===== src/rtl/axi4_lite_read_master_arbiter_if.sv =====
// Request/response and AXI4-Lite read-channel bundle for axi4_lite_read_master_arbiter.
// The master modport is the arbiter side; the slave modport is the requester/AXI environment.
interface axi4_lite_read_master_arbiter_if #(
  parameter int NO_OF_REQUESTERS = 4,
  parameter int ADDRESS_WIDTH    = 32,
  parameter int DATA_WIDTH       = 32
);
  logic [NO_OF_REQUESTERS-1:0]                    req_valid;
  logic [NO_OF_REQUESTERS-1:0][ADDRESS_WIDTH-1:0] req_addr;
  logic [NO_OF_REQUESTERS-1:0][2:0]               req_prot;
  logic [NO_OF_REQUESTERS-1:0]                    req_ready;
  logic [NO_OF_REQUESTERS-1:0]                    rsp_valid;
  logic [DATA_WIDTH-1:0]                          rsp_data;
  logic [1:0]                                     rsp_resp;
  logic [ADDRESS_WIDTH-1:0]                       araddr;
  logic [2:0]                                     arprot;
  logic                                           arvalid;
  logic                                           arready;
  logic [DATA_WIDTH-1:0]                          rdata;
  logic [1:0]                                     rresp;
  logic                                           rvalid;
  logic                                           rready;

  modport master (
    input  req_valid, req_addr, req_prot, arready, rdata, rresp, rvalid,
    output req_ready, rsp_valid, rsp_data, rsp_resp, araddr, arprot, arvalid, rready
  );

  modport slave (
    output req_valid, req_addr, req_prot, arready, rdata, rresp, rvalid,
    input  req_ready, rsp_valid, rsp_data, rsp_resp, araddr, arprot, arvalid, rready
  );
endinterface


===== src/rtl/axi4_lite_read_master_arbiter.sv =====
// Round-robin sharing of one AXI4-Lite read channel, one outstanding read at a time.
// Optional AXI4LITE_RD_ADDR_CHECK_EN: out-of-range addresses get a local DECERR, no AR issued.

// Per-requester one-hot decode of the grant pulse and the response pulse.
module axi4_lite_rd_arb_lane #(
  parameter int LANE  = 0,
  parameter int PTR_W = 1
) (
  input  logic [PTR_W-1:0] grant_idx,
  input  logic             grant_en,
  input  logic [PTR_W-1:0] owner_idx,
  input  logic             rsp_en,
  output logic             ready,
  output logic             rsp_vld
);
  localparam logic [PTR_W-1:0] IDX = PTR_W'(LANE);

  assign ready   = grant_en && (grant_idx == IDX);
  assign rsp_vld = rsp_en   && (owner_idx == IDX);
endmodule

module axi4_lite_read_master_arbiter #(
  parameter int                       NO_OF_REQUESTERS = 4,
  parameter int                       ADDRESS_WIDTH    = 32,
  parameter int                       DATA_WIDTH       = 32,
  parameter logic [ADDRESS_WIDTH-1:0] MIN_ADDRESS      = '0,
  parameter logic [ADDRESS_WIDTH-1:0] MAX_ADDRESS      = '1
) (
  input logic aclk,
  input logic areset,
  axi4_lite_read_master_arbiter_if.master bus
);
  localparam int PTR_W = (NO_OF_REQUESTERS > 1) ? $clog2(NO_OF_REQUESTERS) : 1;

  localparam logic [1:0] S_IDLE = 2'd0;
  localparam logic [1:0] S_ADDR = 2'd1;
  localparam logic [1:0] S_DATA = 2'd2;
  localparam logic [1:0] S_RESP = 2'd3;

`ifdef AXI4LITE_RD_ADDR_CHECK_EN
  localparam bit ADDR_CHECK = 1'b1;
`else
  localparam bit ADDR_CHECK = 1'b0;
`endif

  logic [1:0]               state;
  logic [PTR_W-1:0]         rr_ptr, grant_idx, owner;
  logic                     grant_en, rsp_en, bad_addr;
  logic [ADDRESS_WIDTH-1:0] sel_addr, araddr_q;
  logic [2:0]               sel_prot, arprot_q;
  logic [ADDRESS_WIDTH:0]   lo_diff, hi_diff;
  logic [DATA_WIDTH-1:0]    rsp_data_q;
  logic [1:0]               rsp_resp_q;
  logic [NO_OF_REQUESTERS-1:0] ready_w, rsp_vld_w;
  int                       idx;

  // Walk the search order backwards so the nearest requester after rr_ptr is written last.
  always_comb begin
    grant_idx = rr_ptr;
    idx       = 0;
    for (int k = NO_OF_REQUESTERS; k >= 1; k--) begin
      idx = int'(rr_ptr) + k;
      if (idx >= NO_OF_REQUESTERS) idx = idx - NO_OF_REQUESTERS;
      if (bus.req_valid[idx]) grant_idx = PTR_W'(idx);
    end
  end

  assign grant_en = (state == S_IDLE) && (|bus.req_valid) && !areset;
  assign rsp_en   = (state == S_RESP);
  assign sel_addr = bus.req_addr[grant_idx];
  assign sel_prot = bus.req_prot[grant_idx];

  // Borrow-out of the subtractions flags below-MIN / above-MAX without constant compares.
  assign lo_diff  = {1'b0, sel_addr} - {1'b0, MIN_ADDRESS};
  assign hi_diff  = {1'b0, MAX_ADDRESS} - {1'b0, sel_addr};
  assign bad_addr = ADDR_CHECK && (lo_diff[ADDRESS_WIDTH] || hi_diff[ADDRESS_WIDTH]);

  always_ff @(posedge aclk or posedge areset) begin
    if (areset) begin
      state      <= S_IDLE;
      rr_ptr     <= PTR_W'(NO_OF_REQUESTERS - 1);
      owner      <= '0;
      araddr_q   <= '0;
      arprot_q   <= '0;
      rsp_data_q <= '0;
      rsp_resp_q <= '0;
    end else begin
      case (state)
        S_IDLE: if (grant_en) begin
          owner    <= grant_idx;
          rr_ptr   <= grant_idx;
          araddr_q <= sel_addr;
          arprot_q <= sel_prot;
          if (bad_addr) begin
            rsp_data_q <= '0;
            rsp_resp_q <= 2'b11;
            state      <= S_RESP;
          end else begin
            state <= S_ADDR;
          end
        end
        S_ADDR: if (bus.arready) state <= S_DATA;
        S_DATA: if (bus.rvalid) begin
          rsp_data_q <= bus.rdata;
          rsp_resp_q <= bus.rresp;
          state      <= S_RESP;
        end
        S_RESP:  state <= S_IDLE;
        default: state <= S_IDLE;
      endcase
    end
  end

  for (genvar i = 0; i < NO_OF_REQUESTERS; i++) begin : g_lane
    axi4_lite_rd_arb_lane #(.LANE(i), .PTR_W(PTR_W)) u_lane (
      .grant_idx (grant_idx),
      .grant_en  (grant_en),
      .owner_idx (owner),
      .rsp_en    (rsp_en),
      .ready     (ready_w[i]),
      .rsp_vld   (rsp_vld_w[i])
    );
  end

  assign bus.req_ready = ready_w;
  assign bus.rsp_valid = rsp_vld_w;
  assign bus.rsp_data  = rsp_data_q;
  assign bus.rsp_resp  = rsp_resp_q;
  assign bus.araddr    = araddr_q;
  assign bus.arprot    = arprot_q;
  assign bus.arvalid   = (state == S_ADDR);
  assign bus.rready    = (state == S_DATA);
endmodule


===== src/flat_wrapper.sv =====
// flat-port wrapper written by rule: the top's interface ports become plain ports
module axi4_lite_read_master_arbiter_flat 
#(
  parameter int                       NO_OF_REQUESTERS = 4,
  parameter int                       ADDRESS_WIDTH    = 32,
  parameter int                       DATA_WIDTH       = 32,
  parameter logic [ADDRESS_WIDTH-1:0] MIN_ADDRESS      = '0,
  parameter logic [ADDRESS_WIDTH-1:0] MAX_ADDRESS      = '1
)
  (aclk, areset, bus_req_valid, bus_req_addr, bus_req_prot, bus_arready, bus_rdata, bus_rresp, bus_rvalid, bus_req_ready, bus_rsp_valid, bus_rsp_data, bus_rsp_resp, bus_araddr, bus_arprot, bus_arvalid, bus_rready);
  axi4_lite_read_master_arbiter_if #(.NO_OF_REQUESTERS(NO_OF_REQUESTERS), .ADDRESS_WIDTH(ADDRESS_WIDTH), .DATA_WIDTH(DATA_WIDTH)) bus_i ();
  input logic aclk;
  input logic areset;
  input wire logic [$bits(bus_i.req_valid)-1:0] bus_req_valid;
  input wire logic [$bits(bus_i.req_addr)-1:0] bus_req_addr;
  input wire logic [$bits(bus_i.req_prot)-1:0] bus_req_prot;
  input wire logic [$bits(bus_i.arready)-1:0] bus_arready;
  input wire logic [$bits(bus_i.rdata)-1:0] bus_rdata;
  input wire logic [$bits(bus_i.rresp)-1:0] bus_rresp;
  input wire logic [$bits(bus_i.rvalid)-1:0] bus_rvalid;
  output wire logic [$bits(bus_i.req_ready)-1:0] bus_req_ready;
  output wire logic [$bits(bus_i.rsp_valid)-1:0] bus_rsp_valid;
  output wire logic [$bits(bus_i.rsp_data)-1:0] bus_rsp_data;
  output wire logic [$bits(bus_i.rsp_resp)-1:0] bus_rsp_resp;
  output wire logic [$bits(bus_i.araddr)-1:0] bus_araddr;
  output wire logic [$bits(bus_i.arprot)-1:0] bus_arprot;
  output wire logic [$bits(bus_i.arvalid)-1:0] bus_arvalid;
  output wire logic [$bits(bus_i.rready)-1:0] bus_rready;
  assign bus_i.req_valid = bus_req_valid;
  assign bus_i.req_addr = bus_req_addr;
  assign bus_i.req_prot = bus_req_prot;
  assign bus_i.arready = bus_arready;
  assign bus_i.rdata = bus_rdata;
  assign bus_i.rresp = bus_rresp;
  assign bus_i.rvalid = bus_rvalid;
  assign bus_req_ready = bus_i.req_ready;
  assign bus_rsp_valid = bus_i.rsp_valid;
  assign bus_rsp_data = bus_i.rsp_data;
  assign bus_rsp_resp = bus_i.rsp_resp;
  assign bus_araddr = bus_i.araddr;
  assign bus_arprot = bus_i.arprot;
  assign bus_arvalid = bus_i.arvalid;
  assign bus_rready = bus_i.rready;
  axi4_lite_read_master_arbiter #(.NO_OF_REQUESTERS(NO_OF_REQUESTERS), .ADDRESS_WIDTH(ADDRESS_WIDTH), .DATA_WIDTH(DATA_WIDTH), .MIN_ADDRESS(MIN_ADDRESS), .MAX_ADDRESS(MAX_ADDRESS)) u_core (.aclk(aclk), .areset(areset), .bus(bus_i));
endmodule

===== config.mk =====
export PLATFORM = sky130hd
export DESIGN_NAME = axi4_lite_read_master_arbiter_flat
export DESIGN_NICKNAME = d
export VERILOG_FILES = /design/src/rtl/axi4_lite_read_master_arbiter_if.sv /design/src/rtl/axi4_lite_read_master_arbiter.sv /design/src/flat_wrapper.sv
export SDC_FILE = /design/constraint.sdc
export NUM_CORES = 1
export LEC_CHECK = 0
export CAP_MARGIN = 20
export CELL_PAD_IN_SITES_DETAIL_PLACEMENT = 0
export CELL_PAD_IN_SITES_GLOBAL_PLACEMENT = 1
export CORE_ASPECT_RATIO = 1.1
export CORE_MARGIN = 10
export CORE_UTILIZATION = 31
export CTS_CLUSTER_DIAMETER = 100
export DETAILED_ROUTE_END_ITERATION = 6
export GPL_TIMING_DRIVEN = 0
export PLACE_DENSITY = 0.86
export SYNTH_ARGS = -nofsm -noshare
export SYNTH_HDL_FRONTEND = slang
export SYNTH_HIERARCHICAL = 1
export SYNTH_SLANG_ARGS = --single-unit

===== constraint.sdc =====
create_clock -name aclk -period 4.41 [get_ports aclk]
set_input_delay 0.6615 -clock aclk [delete_from_list [all_inputs] [get_ports aclk]]
set_output_delay 0.6615 -clock aclk [all_outputs]
set_load 0.02 [all_outputs]

==> impl_metrics.csv <==
group,metric,value,unit
synth,netlist.top_cell.by_area,"dfrtp_1",
critical_path,worstPathArrival,3.11,ns
worst_hold_path,hp-start,"u_core/bus.rsp_resp[1]",
synth,ys_ff_latch,75,
cts,clk_pin_slew_worst_paths,0.06,ns
grt,antenna_found_initial,0,
synth,synth_compound_area_share,25.0,%
routing,wl_met3,1.84,mm
synth,syn_area_per_cell,11.3,µm²
cts,root_buffer,"clkbuf_16",
pwr,powerDensity,632,nW/µm²
routing,drtIter0Drc,165,
critical_path,end_kind,"primary output",
sta,fmax,265,MHz
routing,route.detailed.drc,0,
cts,worstSkewPairLatency,0.34,ns
cts,numCtsBuffers,9,
critical_path,reg2reg_to,"u_core/bus.araddr[14]",
sta,final.setup_skew,0.00877,ns
sta,slew_violations,0,
layout,syn_to_final_growth,68.7,%
routing,post_drt_wl_per_cell,20.2,µm
synth,synth.mux.area_fraction,16.0,%
critical_path,path_max_fanout,10,
routing,vias_per_cell,4.87,
sta,finalCriticalPeriod,3.78,ns
sta,fin_setup_tns,0,ns
worst_hold_path,whs_path_depth,1,
synth,ys_warn_count,6,
critical_path,cp-start-kind,"input port",
pwr,cellLeakagePower,3.15,nW
floorplanning,dieWidth,136,µm
outcome,status,"finished, final reports clean",
routing,top_layer,"met4",
sta,setup_slack,0.635,ns
grt,grt_max_degree,40,
layout,design_area,7750,µm²
layout,drive_above_1_share,21.3,%
layout,nNetsFinal,863,
routing,first_pass_iters,4,
placed_design,dpl.hpwl,14.4,mm
synth,synthAdderAreaFrac,1.09,%
sta,setup_viol,0,
routing,antenna_left,0,
grt,grt_overflow_total,0,
critical_path,r2r_start,"u_core/state[0]",
floorplanning,die_y,148,µm
critical_path,reg2reg_depth,7,
pwr,vdd_drop_max,0.283,mV
synth,synth_top_family_by_area,"compound AO/OA/AOI/OAI gates",
floorplanning,core-area,14500,µm²
synth,yosysTopAreaCellShare,39.8,%
sta,worst_pin_slew,0.573,ns
sta,slew_headroom,61.8,%
placed_design,gp_congestion,0.842,
worst_hold_path,hold_path_class,"register to register",
critical_path,crit_type,"input port to primary output",
grt,grtUsageTotal,17.0,%
sta,finalCritPeriodShare,85.6,%
synth,syn_nets,591,
placed_design,io_buffers,260,
cts,cts.sinks,75,
grt,grt_pass1_vias,4732,
worst_hold_path,holdPathEnd,"u_core/bus.rsp_resp[1]",
placed_design,post-place-ws,0.580,ns
sta,hold_viol,0,
routing,routed-via-count,4258,
critical_path,crit_required,3.75,ns
cts,htreeDepth,3,
flow_run,maxCapViolations,0,
cts,post-cts-setup-buffer-count,0,
synth,postSynthCellCount,405,
synth,synth-simple-area-share,7.68,%
floorplanning,dieArea,20100,µm²
floorplanning,initial_core_util,31.7,%
routing,met2_length,8.69,mm
layout,num_antenna_cells,0,
synth,synth_area,4590,µm²
synth,synth-seq-area-share,40.9,%
synth,yosys-top-cells-area,"dfrtp_1 40%, a211oi_2 18%, mux2_2 8.3%",
placed_design,place_area,7460,µm²
cts,postCtsHoldBufs,0,
critical_path,r2r_slack,2.07,ns
cts,clk_path_buf_depth,2,
routing,wl,17.7,mm
grt,grt_pass1_wl,26.8,mm
cts,cts_repair_resize_count,0,
floorplanning,pin_count,261,
cts,cts_tree,"done",
synth,synth-xor-area-share,0,%
floorplanning,std_cell_rows,46,
synth,synth_cell_types,36,
sta,grt_setup_unrepaired,"no",
routing,met1_length,7.05,mm
layout make-up:
class,instances,area (µm²)
timing repair buffer,261,2620
clock inverter,4,32.5
clock buffer,12,256
tap,192,240
multi-input combinational,255,2280
fill,1308,6760
buffer,34,275
inverter,41,156
sequential,75,1880
synthesized netlist by cell type (all sizes together):
library cell,n
inv,41
o21a,1
nand2b,2
nand3,1
mux2i,35
or3b,1
a21oi,3
buf,19
nor3,1
a211oi,70
mux2,34
and2b,1
and3,3
a21o,2
clkbuf,15
and2,2
nor2b,2
nor3b,3
o32a,1
ha,4
dfrtp,73
nand2,4
o21ai,3
nor4,1
a31oi,36
and3b,4
dfstp,2
nor2,41
routing by layer:
metal / vias up / GRT usage, %
met1: 2026 / 19.3
met5: - / 0
met2: 205 / 29.0
met3: 9 / 7.19
met4: 0 / 3.36
li1: 2018 / -
kinds of logic (layout without fill, tap and decap cells):
| logic type | Yosys count | in the layout |
|---|---|---|
| adders and majority gates | 4 | 4 |
| and+or+nand+nor | 66 | 66 |
| AOI/OAI and AO/OA | 116 | 116 |
| buffers and inverters | 75 | 352 |
| muxes | 69 | 69 |
| DFF | 75 | 75 |
worst max-delay path by stage:
stage	from	end	slack, ns	depth (start not counted)
finish	bus_req_valid[3]	bus_req_ready[3]	0.63	9
global route	bus_req_valid[1]	bus_req_ready[0]	0.46	6
CTS	bus_req_valid[1]	bus_req_ready[0]	0.58	6
detailed placement	bus_req_valid[1]	bus_req_ready[0]	0.58	6
global placement	areset	u_core/bus.rsp_data[28]	0.38	2
floorplan	bus_req_valid[2]	bus_req_ready[1]	1.76	7
placed cells by master (no fill, tap or decap), drive strengths merged, types with 3 or more instances in the layout:
cell / n
nor2: 41
inv: 43
buf: 20
clkdlybuf4s50: 260
a211oi: 70
nand2: 4
mux2i: 35
dfrtp: 73
mux2: 34
clkbuf: 27
and3: 3
nor3b: 3
ha: 4
a21oi: 3
o21ai: 3
and3b: 4
a31oi: 36
stage by stage:
step                std cells  total power [W]  util (%)  hold WS, ns
floorplan                 405          0.00298         -        0.503
global placement          857          0.00416      51.3        0.487
detailed placement        858          0.00424      51.4        0.493
CTS                       874          0.00497      53.4        0.506
global route              874          0.00520      53.4        0.523
finish                    874          0.00490      53.4        0.502
power by group:
part           total (W)  switching, W  internal [W]  leakage (nW)
clock           0.000713      0.000297      0.000416         0.136
combinational    0.00292       0.00148       0.00144          2.16
sequential       0.00126      0.000212       0.00105         0.856
total            0.00490       0.00199       0.00290          3.15
sequential cells by signal, indices dropped and copies added, names as in the netlist:
register,flops
u_core/bus.rsp_data,32
u_core/owner,2
u_core/rr_ptr,2
u_core/state,2
u_core/bus.rsp_resp,2
u_core/bus.araddr,32
u_core/bus.arprot,3
critical path, cell delays in order:
cell and delay, ns:
clkdlybuf4s50_1 0.55, or3b_1 0.38, buf_6 0.16, and3_4 0.17
buf_12 0.16, buf_8 0.15, inv_1 0.10, and3_1 0.16
clkdlybuf4s50_1 0.60
(Power assumes the default switching activity.)
